$ cat src/rtl/udp_rx_ctrl_if.sv
// Byte-stream, IP-checker handshake and payload/status bundle for udp_rx_ctrl.
interface udp_rx_ctrl_if #(parameter int CNT_W = 16);
  logic [7:0]       data_in;
  logic             data_valid;
  logic [15:0]      udp_port;
  logic             ip_rx_en;
  logic             ip_header_done;
  logic [7:0]       m_tdata;
  logic             m_tvalid;
  logic             m_tlast;
  logic             frame_err;
  logic [CNT_W-1:0] frames_ok;
  logic [CNT_W-1:0] frames_drop;

  modport slave (
    input  data_in, data_valid, udp_port, ip_header_done,
    output ip_rx_en, m_tdata, m_tvalid, m_tlast, frame_err, frames_ok, frames_drop
  );

  modport master (
    output data_in, data_valid, udp_port, ip_header_done,
    input  ip_rx_en, m_tdata, m_tvalid, m_tlast, frame_err, frames_ok, frames_drop
  );
endinterface

$ cat src/rtl/udp_rx_ctrl.sv
// Receive sequencer: Ethernet/IP/UDP header walk, port/length filter, payload streaming.
//   state    | meaning
//   IDLE     | between frames, waiting for byte 0
//   ETH_HDR  | MAC addresses and EtherType (bytes 1-13)
//   IP_HDR   | IP header, checker enabled at byte 14, verdict at byte 34
//   UDP_HDR  | UDP header, port/length verdict at byte 41
//   PAYLOAD  | streaming rem payload bytes
//   WAIT_END | payload done, ignore padding until data_valid drops
//   DROP     | frame rejected, ignore until data_valid drops
module udp_rx_ctrl #(
  parameter int          CNT_W       = 16,
  parameter logic [15:0] ETH_TYPE_IP = 16'h0800
) (
  input logic          aclk,
  input logic          areset,
  udp_rx_ctrl_if.slave bus
);

  typedef enum logic [2:0] {
    IDLE, ETH_HDR, IP_HDR, UDP_HDR, PAYLOAD, WAIT_END, DROP
  } state_t;

  state_t           state_q, state_d;
  logic [10:0]      byte_cnt_q, byte_cnt_d;
  logic [7:0]       eth_hi_q, eth_hi_d;
  logic [15:0]      port_q, port_d;
  logic [15:0]      len_q, len_d;
  logic [15:0]      rem_q, rem_d;
  logic [7:0]       tdata_q, tdata_d;
  logic             tvalid_q, tvalid_d;
  logic             tlast_q, tlast_d;
  logic             ferr_q, ferr_d;
  logic [CNT_W-1:0] ok_q, ok_d;
  logic [CNT_W-1:0] drop_q, drop_d;
  logic             ok_inc, drop_inc;

  always_ff @(posedge aclk or posedge areset) begin
    if (areset) begin
      state_q    <= IDLE;
      byte_cnt_q <= '0;
      eth_hi_q   <= '0;
      port_q     <= '0;
      len_q      <= '0;
      rem_q      <= '0;
      tdata_q    <= '0;
      tvalid_q   <= 1'b0;
      tlast_q    <= 1'b0;
      ferr_q     <= 1'b0;
      ok_q       <= '0;
      drop_q     <= '0;
    end else begin
      state_q    <= state_d;
      byte_cnt_q <= byte_cnt_d;
      eth_hi_q   <= eth_hi_d;
      port_q     <= port_d;
      len_q      <= len_d;
      rem_q      <= rem_d;
      tdata_q    <= tdata_d;
      tvalid_q   <= tvalid_d;
      tlast_q    <= tlast_d;
      ferr_q     <= ferr_d;
      ok_q       <= ok_d;
      drop_q     <= drop_d;
    end
  end

  always_comb begin
    state_d    = state_q;
    byte_cnt_d = byte_cnt_q;
    eth_hi_d   = eth_hi_q;
    port_d     = port_q;
    len_d      = len_q;
    rem_d      = rem_q;
    tdata_d    = tdata_q;
    tvalid_d   = 1'b0;
    tlast_d    = 1'b0;
    ferr_d     = 1'b0;
    ok_inc     = 1'b0;
    drop_inc   = 1'b0;
    ok_d       = ok_q;
    drop_d     = drop_q;

    if (!bus.data_valid) begin
      byte_cnt_d = '0;
      state_d    = IDLE;
      // Only a frame cut short inside its payload is reported; header truncation is silent.
      if (state_q == PAYLOAD) begin
        ferr_d   = 1'b1;
        drop_inc = 1'b1;
      end
    end else begin
      if (byte_cnt_q != 11'h7FF) byte_cnt_d = byte_cnt_q + 11'd1;
      unique case (state_q)
        IDLE:    state_d = ETH_HDR;
        ETH_HDR: begin
          if (byte_cnt_q == 11'd12) eth_hi_d = bus.data_in;
          if (byte_cnt_q == 11'd13)
            state_d = ({eth_hi_q, bus.data_in} == ETH_TYPE_IP) ? IP_HDR : DROP;
        end
        IP_HDR: begin
          if (byte_cnt_q == 11'd34) state_d = bus.ip_header_done ? UDP_HDR : DROP;
        end
        UDP_HDR: begin
          if (byte_cnt_q == 11'd36 || byte_cnt_q == 11'd37) port_d = {port_q[7:0], bus.data_in};
          if (byte_cnt_q == 11'd38 || byte_cnt_q == 11'd39) len_d  = {len_q[7:0], bus.data_in};
          if (byte_cnt_q == 11'd41) begin
            if (port_q != bus.udp_port)  state_d = DROP;
            else if (len_q < 16'd8)      state_d = DROP;
            else if (len_q == 16'd8) begin
              ok_inc  = 1'b1;
              state_d = WAIT_END;
            end else begin
              rem_d   = len_q - 16'd8;
              state_d = PAYLOAD;
            end
          end
        end
        PAYLOAD: begin
          tdata_d  = bus.data_in;
          tvalid_d = 1'b1;
          rem_d    = rem_q - 16'd1;
          if (rem_q == 16'd1) begin
            tlast_d = 1'b1;
            ok_inc  = 1'b1;
            state_d = WAIT_END;
          end
        end
        WAIT_END, DROP: ;
        default: state_d = IDLE;
      endcase
    end

    if (state_d == DROP && state_q != DROP) drop_inc = 1'b1;
    if (ok_inc && ok_q != '1)     ok_d   = ok_q + 1'b1;
    if (drop_inc && drop_q != '1) drop_d = drop_q + 1'b1;
  end

  assign bus.ip_rx_en    = (state_q == IP_HDR) && (byte_cnt_q == 11'd14) && bus.data_valid;
  assign bus.m_tdata     = tdata_q;
  assign bus.m_tvalid    = tvalid_q;
  assign bus.m_tlast     = tlast_q;
  assign bus.frame_err   = ferr_q;
  assign bus.frames_ok   = ok_q;
  assign bus.frames_drop = drop_q;

endmodule

$ cat src/flat_wrapper.sv
// flat-port wrapper written by rule: the top's interface ports become plain ports
module udp_rx_ctrl_flat 
#(
  parameter int          CNT_W       = 16,
  parameter logic [15:0] ETH_TYPE_IP = 16'h0800
)
  (aclk, areset, bus_data_in, bus_data_valid, bus_udp_port, bus_ip_header_done, bus_ip_rx_en, bus_m_tdata, bus_m_tvalid, bus_m_tlast, bus_frame_err, bus_frames_ok, bus_frames_drop);
  udp_rx_ctrl_if #(.CNT_W(CNT_W)) bus_i ();
  input logic aclk;
  input logic areset;
  input wire logic [$bits(bus_i.data_in)-1:0] bus_data_in;
  input wire logic [$bits(bus_i.data_valid)-1:0] bus_data_valid;
  input wire logic [$bits(bus_i.udp_port)-1:0] bus_udp_port;
  input wire logic [$bits(bus_i.ip_header_done)-1:0] bus_ip_header_done;
  output wire logic [$bits(bus_i.ip_rx_en)-1:0] bus_ip_rx_en;
  output wire logic [$bits(bus_i.m_tdata)-1:0] bus_m_tdata;
  output wire logic [$bits(bus_i.m_tvalid)-1:0] bus_m_tvalid;
  output wire logic [$bits(bus_i.m_tlast)-1:0] bus_m_tlast;
  output wire logic [$bits(bus_i.frame_err)-1:0] bus_frame_err;
  output wire logic [$bits(bus_i.frames_ok)-1:0] bus_frames_ok;
  output wire logic [$bits(bus_i.frames_drop)-1:0] bus_frames_drop;
  assign bus_i.data_in = bus_data_in;
  assign bus_i.data_valid = bus_data_valid;
  assign bus_i.udp_port = bus_udp_port;
  assign bus_i.ip_header_done = bus_ip_header_done;
  assign bus_ip_rx_en = bus_i.ip_rx_en;
  assign bus_m_tdata = bus_i.m_tdata;
  assign bus_m_tvalid = bus_i.m_tvalid;
  assign bus_m_tlast = bus_i.m_tlast;
  assign bus_frame_err = bus_i.frame_err;
  assign bus_frames_ok = bus_i.frames_ok;
  assign bus_frames_drop = bus_i.frames_drop;
  udp_rx_ctrl #(.CNT_W(CNT_W), .ETH_TYPE_IP(ETH_TYPE_IP)) u_core (.aclk(aclk), .areset(areset), .bus(bus_i));
endmodule
$ cat config.mk
export PLATFORM = sky130hd
export DESIGN_NAME = udp_rx_ctrl_flat
export DESIGN_NICKNAME = d
export VERILOG_FILES = /design/src/rtl/udp_rx_ctrl_if.sv /design/src/rtl/udp_rx_ctrl.sv /design/src/flat_wrapper.sv
export SDC_FILE = /design/constraint.sdc
export NUM_CORES = 1
export LEC_CHECK = 0
export CORE_ASPECT_RATIO = 1.75
export CORE_UTILIZATION = 30
export DETAILED_ROUTE_END_ITERATION = 8
export PLACE_DENSITY = 0.55
export SYNTH_ARGS = -nofsm -noshare
export SYNTH_HDL_FRONTEND = slang
export SYNTH_SLANG_ARGS = --single-unit
$ cat constraint.sdc
create_clock -name aclk -period 5.24 [get_ports aclk]
set_input_delay 1.048 -clock aclk [delete_from_list [all_inputs] [get_ports aclk]]
set_output_delay 1.048 -clock aclk [all_outputs]
set_load 0.02 [all_outputs]
After elaboration in Yosys (flattened, before gate mapping) --
Cells that the tools add are included.
Word-level totals: register bits after elaboration 113, output and inout bits 44, logic and storage cells 93
Cells by class: add/subtract/negate cells 5, magnitude comparators 1, equality and inequality tests 29, muxes and demuxes 31, reduce and logical (&&, ||, !) cells 15
Operator list (number):
- $eq A11 B6 Y1 const B | 6
- $mux W16 | 4
- $eq A11 B4 Y1 const B | 3
- $add A16 B1 Y16 const B | 2
- $ne A16 B16 Y1 const B | 2
- $pmux W16 S2 | 1
- $mux W3 | 9
- $mux W11 | 2
- $pmux W3 S6 | 1
- $eq A16 B1 Y1 const B | 1
- $eq A16 B12 Y1 const B | 1
- $eq A16 B4 Y1 const B | 1
- $lt A16 B4 Y1 const B | 1
- $ne A16 B16 Y1 | 1
- $sub A16 B1 Y16 const B | 1
- $sub A16 B4 Y16 const B | 1
- $mux W1 | 13
- $eq A3 B3 Y1 const B | 4
- $add A11 B1 Y11 const B | 1
- $ne A11 B11 Y1 const B | 1
- $reduce_and A3 Y1 | 3
- $eq A3 B2 Y1 const B | 2
- $ne A2 B2 Y1 const B | 3
- $reduce_and A6 Y1 | 1
- other kinds (10) | 16

Longest topological paths before layout --
depth in word-level cells 11, depth in mapped cells 10, mapped depth without buffers 9

Worst setup path after synthesis --
Ideal clock, no wire load.
path kind in2reg, start in bus_data_valid, end reg u_core.len_q[0], library setup time 0.125 ns, data arrival time 2.847 ns, data required time 5.115 ns, setup slack 2.269 ns, cell stages on the path 6, path buffers 2, cell sequence clkbuf_1 -> nand4b_1 -> or4_1 -> nor2_1 -> buf_2 -> mux2_2
On the way: word-level cells in the longest chain between the ends 1
Ends and longest elaborated chain:
- from (decl) | line flat_wrapper.sv:12 | input wire logic [$bits(bus_i.data_valid)-1:0] bus_data_valid;
- $reduce_and A3 Y1 (no source line)
- to (signal assigned) | line udp_rx_ctrl.sv:56 | len_q <= len_d;
- to (decl) | line udp_rx_ctrl.sv:27 | logic [15:0] len_q, len_d;
Every way passes these cells. A chain may end at the register's enable or synchronous reset.

Final worst setup path --
start in bus_data_valid, end out bus_ip_rx_en
On the way: word-level cells in the longest chain between the ends 1
Ends and longest elaborated chain:
- $logic_and A1 B1 Y1 | line udp_rx_ctrl.sv:138 | assign bus.ip_rx_en = (state_q == IP_HDR) && (byte_cnt_q == 11'd14) && bus.data_valid;
- to (decl) | line flat_wrapper.sv:15 | output wire logic [$bits(bus_i.ip_rx_en)-1:0] bus_ip_rx_en;
Every way passes these cells.

==> metrics.txt <==
# TYPE chip_impl_metric gauge
chip_impl_metric{name="initial_core_util",unit="%"} 30.9
chip_impl_metric{name="cellLeakagePower",unit="nW"} 3.36
chip_impl_metric{name="overflow",unit=""} 0
chip_impl_metric{name="drtPass1Iterations",unit=""} 4
chip_impl_metric{name="count_of_mapped_cells_out_of_synthesis",unit=""} 563
chip_impl_metric{name="synth-edff-count",unit=""} 0
chip_impl_info{name="setup_repair_after_global_routing_missed_its_margin",value="false"} 1
chip_impl_metric{name="cap_viol_max_count",unit=""} 0
chip_impl_metric{name="cts.hold.buffers_added",unit=""} 0
chip_impl_metric{name="syn_avg_cell_area",unit="um2"} 10.3
chip_impl_info{name="ctsRootBufferMaster",value="sky130_fd_sc_hd__clkbuf_16"} 1
chip_impl_metric{name="report.final.setup_viol",unit=""} 0
chip_impl_metric{name="design.die.area",unit="um2"} 19900
chip_impl_info{name="status",value="completed"} 1
chip_impl_metric{name="asyncSetResetFlopFracSynth",unit="%"} 100
chip_impl_info{name="endpoint_kind",value="output port"} 1
chip_impl_metric{name="postRouteAntennaNets",unit=""} 0
chip_impl_metric{name="period_share",unit="%"} 70.5
chip_impl_metric{name="synth.ff_latch_count",unit=""} 113
chip_impl_metric{name="grt_start_max_net_pins",unit=""} 52
chip_impl_metric{name="place.detailed.instances",unit=""} 859
chip_impl_metric{name="dr_wl_met2",unit="um"} 7620
chip_impl_metric{name="ios",unit=""} 72
chip_impl_metric{name="routed_via_density",unit=""} 5.13
chip_impl_metric{name="remaining_drc_errors",unit=""} 0
chip_impl_metric{name="mapped_cell_area",unit="um2"} 5780
chip_impl_metric{name="final.setup.worst_slack",unit="ns"} 1.55
chip_impl_metric{name="number_of_standard_cell_rows_in_the_floorplan",unit=""} 66
chip_impl_metric{name="grt_antenna_before_repair",unit=""} 0
chip_impl_metric{name="post-dp-hpwl",unit="um"} 9940
chip_impl_metric{name="clk_pin_slew_worst_paths",unit="ns"} 0.05
chip_impl_metric{name="critPathArrivalTime",unit="ns"} 2.64
chip_impl_metric{name="die-width",unit="um"} 107
chip_impl_metric{name="core_area",unit="um2"} 18700
chip_impl_info{name="synth.top_cells.by_count",value="sky130_fd_sc_hd__dfrtp_1 (113), sky130_fd_sc_hd__nand2_1 (57), sky130_fd_sc_hd__mux2_2 (48)"} 1
chip_impl_metric{name="vias",unit=""} 4569
chip_impl_metric{name="grt_pass1_wl",unit="um"} 22500
chip_impl_info{name="synth_largest_area_cell",value="sky130_fd_sc_hd__dfrtp_1"} 1
chip_impl_metric{name="flow.area_growth_from_synthesis",unit="%"} 26.6
chip_impl_metric{name="cts_setup_buffers",unit=""} 0
chip_impl_metric{name="route.layer.met1.wl",unit="um"} 5500
chip_impl_metric{name="netlist.area_leader.share",unit="%"} 48.9
chip_impl_metric{name="slew-limit-headroom",unit="%"} 32.0
chip_impl_metric{name="die_h",unit="um"} 186
chip_impl_metric{name="yosys_warnings",unit=""} 0
chip_impl_metric{name="insertion_delay",unit="ns"} 0.42
chip_impl_metric{name="layout_min_cycle_time",unit="ns"} 3.69
chip_impl_info{name="synth_flop_cell",value="sky130_fd_sc_hd__dfrtp_1"} 1
chip_impl_metric{name="tritoncts_num_sinks",unit=""} 113
chip_impl_metric{name="final_nets",unit=""} 677
chip_impl_metric{name="routed_wirelength",unit="um"} 13900
chip_impl_metric{name="timing.critical_path.required",unit="ns"} 4.19
chip_impl_metric{name="first_global_vias",unit=""} 4489
chip_impl_metric{name="grtUsageTotal",unit="%"} 14.8
chip_impl_metric{name="worst_pin_slew",unit="ns"} 1.02
chip_impl_metric{name="clock_skew",unit="ns"} 0.0122
chip_impl_metric{name="detailedRoute.firstIterationViolations",unit=""} 277
chip_impl_metric{name="ctsHtreeMaxLevel",unit=""} 4
chip_impl_metric{name="hold_viol_final",unit=""} 0
chip_impl_metric{name="final_cell_area",unit="um2"} 7320
chip_impl_metric{name="synth_seq_area_share",unit="%"} 48.9
chip_impl_info{name="yosys.cell_count.top_type",value="sky130_fd_sc_hd__dfrtp_1"} 1
chip_impl_metric{name="insertedDiodeCount",unit=""} 0
chip_impl_metric{name="netlist-cell-type-count",unit=""} 52
chip_impl_metric{name="gpl.final_weighted_congestion",unit=""} 0.776
chip_impl_metric{name="finalMaxSlewViolations",unit=""} 0
chip_impl_metric{name="fill_cells",unit=""} 1822
chip_impl_info{name="yosys-top-cells-area",value="sky130_fd_sc_hd__dfrtp_1 (49%), sky130_fd_sc_hd__mux2_2 (9.3%), sky130_fd_sc_hd__xor2_1 (6.7%)"} 1
chip_impl_metric{name="wl_per_instance",unit="um"} 15.6
chip_impl_info{name="tritoncts",value="done"} 1
chip_impl_metric{name="place_ws",unit="ns"} 1.23
chip_impl_metric{name="worstPathMaxFanout",unit=""} 9
chip_impl_info{name="topRoutingLayerUsed",value="met4"} 1
chip_impl_info{name="critical_path_class",value="input pin to output port"} 1
chip_impl_metric{name="synthesis.nets",unit=""} 600
chip_impl_metric{name="drive_gt1_share",unit="%"} 15.3
chip_impl_metric{name="dpl_cell_area",unit="um2"} 6760
chip_impl_metric{name="fin_setup_tns",unit="ns"} 0
chip_impl_metric{name="layout.cells.non_filler",unit=""} 891
chip_impl_metric{name="numCtsBuffers",unit=""} 17
chip_impl_metric{name="met3_wirelength",unit="um"} 473
chip_impl_metric{name="buffer_ports.inserted",unit=""} 71
chip_impl_metric{name="power.density",unit="nW/um2"} 281
chip_impl_metric{name="vdd_ir_drop_max",unit="V"} 0.000210
chip_impl_info{name="hold_path_class",value="flip-flop to flip-flop"} 1
chip_impl_metric{name="cts.repair.resized",unit=""} 0
chip_impl_metric{name="fmax",unit="GHz"} 0.271
chip_impl_info{name="start_kind",value="input pin"} 1
chip_impl_metric{name="clock_tree.buffer_depth",unit=""} 2
-- per-layer routing --
layer | up-vias | global-route usage, %
li1 | 2165 | -
met1 | 2274 | 16.0
met2 | 111 | 26.7
met3 | 19 | 3.15
met4 | 0 | 7.62
met5 | - | 0
-- final timing paths --
path                                               start                        to  slack [ns]  cells past startpoint
worst min register to register  u_core.bus.frames_ok[11]  u_core.bus.frames_ok[11]        0.49                      1
worst min-delay path            u_core.bus.frames_ok[11]  u_core.bus.frames_ok[11]        0.49                      1
min in group asynchronous                         areset   u_core.bus.frames_ok[7]        1.08                      2
max in group asynchronous                         areset          u_core.len_q[10]        3.25                      3
worst max-delay path                      bus_data_valid              bus_ip_rx_en        1.55                      4
worst max register to register      u_core.byte_cnt_q[4]           u_core.rem_q[9]        1.89                      7
-- cell type report --
class	instances	area (um2)	area share, %
sequential	113	2830	38.6
multi-input combinational	418	2830	38.6
timing repair buffer	78	763	10.4
clock buffer	17	425	5.81
tap	238	298	4.07
clock inverter	15	136	1.86
inverter	12	47.5	0.649
-- cell families after synthesis --
| kind of cell | count (synthesis) | synth area share [%] |
|---|---|---|
| simple gates | 232 | 21.2 |
| buf+inv | 32 | 2.29 |
| compound gates | 67 | 6.95 |
| mux | 49 | 9.52 |
| flops | 113 | 48.9 |
| xor+xnor | 61 | 9.24 |
| fa+ha+maj | 9 | 1.95 |
-- metrics by stage --
stage,util (%),hold WS (ns),power (mW)
2_1_floorplan,-,0.468,0.938
3_3_place_gp,36.1,0.482,0.983
3_5_place_dp,36.1,0.481,0.985
4_1_cts,39.1,0.494,2.08
5_1_grt,39.1,0.517,2.13
6_report,39.1,0.492,2.06
-- power breakdown --
group	internal [mW]	switching (mW)
Sequential	0.879	0.00677
Combinational	0.0361	0.0458
Clock	0.655	0.433
-- critical path, cell delays in order --
cell	delay, ns
sky130_fd_sc_hd__clkdlybuf4s50_1	0.73
sky130_fd_sc_hd__nand2_1	0.10
sky130_fd_sc_hd__nor2_1	0.10
sky130_fd_sc_hd__clkdlybuf4s50_1	0.65
-- layout by cell type, fill, tap and decap left out, drive strengths merged, types with 8 or more instances in the layout --
cell,instances
xnor2,17
or4,8
xor2,44
mux2,48
nor2,41
nand4,11
clkbuf,17
nand3,29
nor3,22
nor4,25
nand2,57
clkdlybuf4s50,71
ha,9
inv,15
o21ai,20
clkinv,10
a21oi,23
dfrtp,113
-- state kept, by name, indices dropped and copies added, names as in the netlist --
register and cells:
u_core.len_q 16, u_core.bus.frames_drop 16, u_core.bus.frames_ok 16, u_core.bus.m_tlast 1
u_core.eth_hi_q 8, u_core.bus.frame_err 1, u_core.byte_cnt_q 11, u_core.rem_q 16
u_core.bus.m_tdata 8, u_core.port_q 16, u_core.state_q 3, u_core.bus.m_tvalid 1
Note: power is estimated with default switching activity, not from simulation.
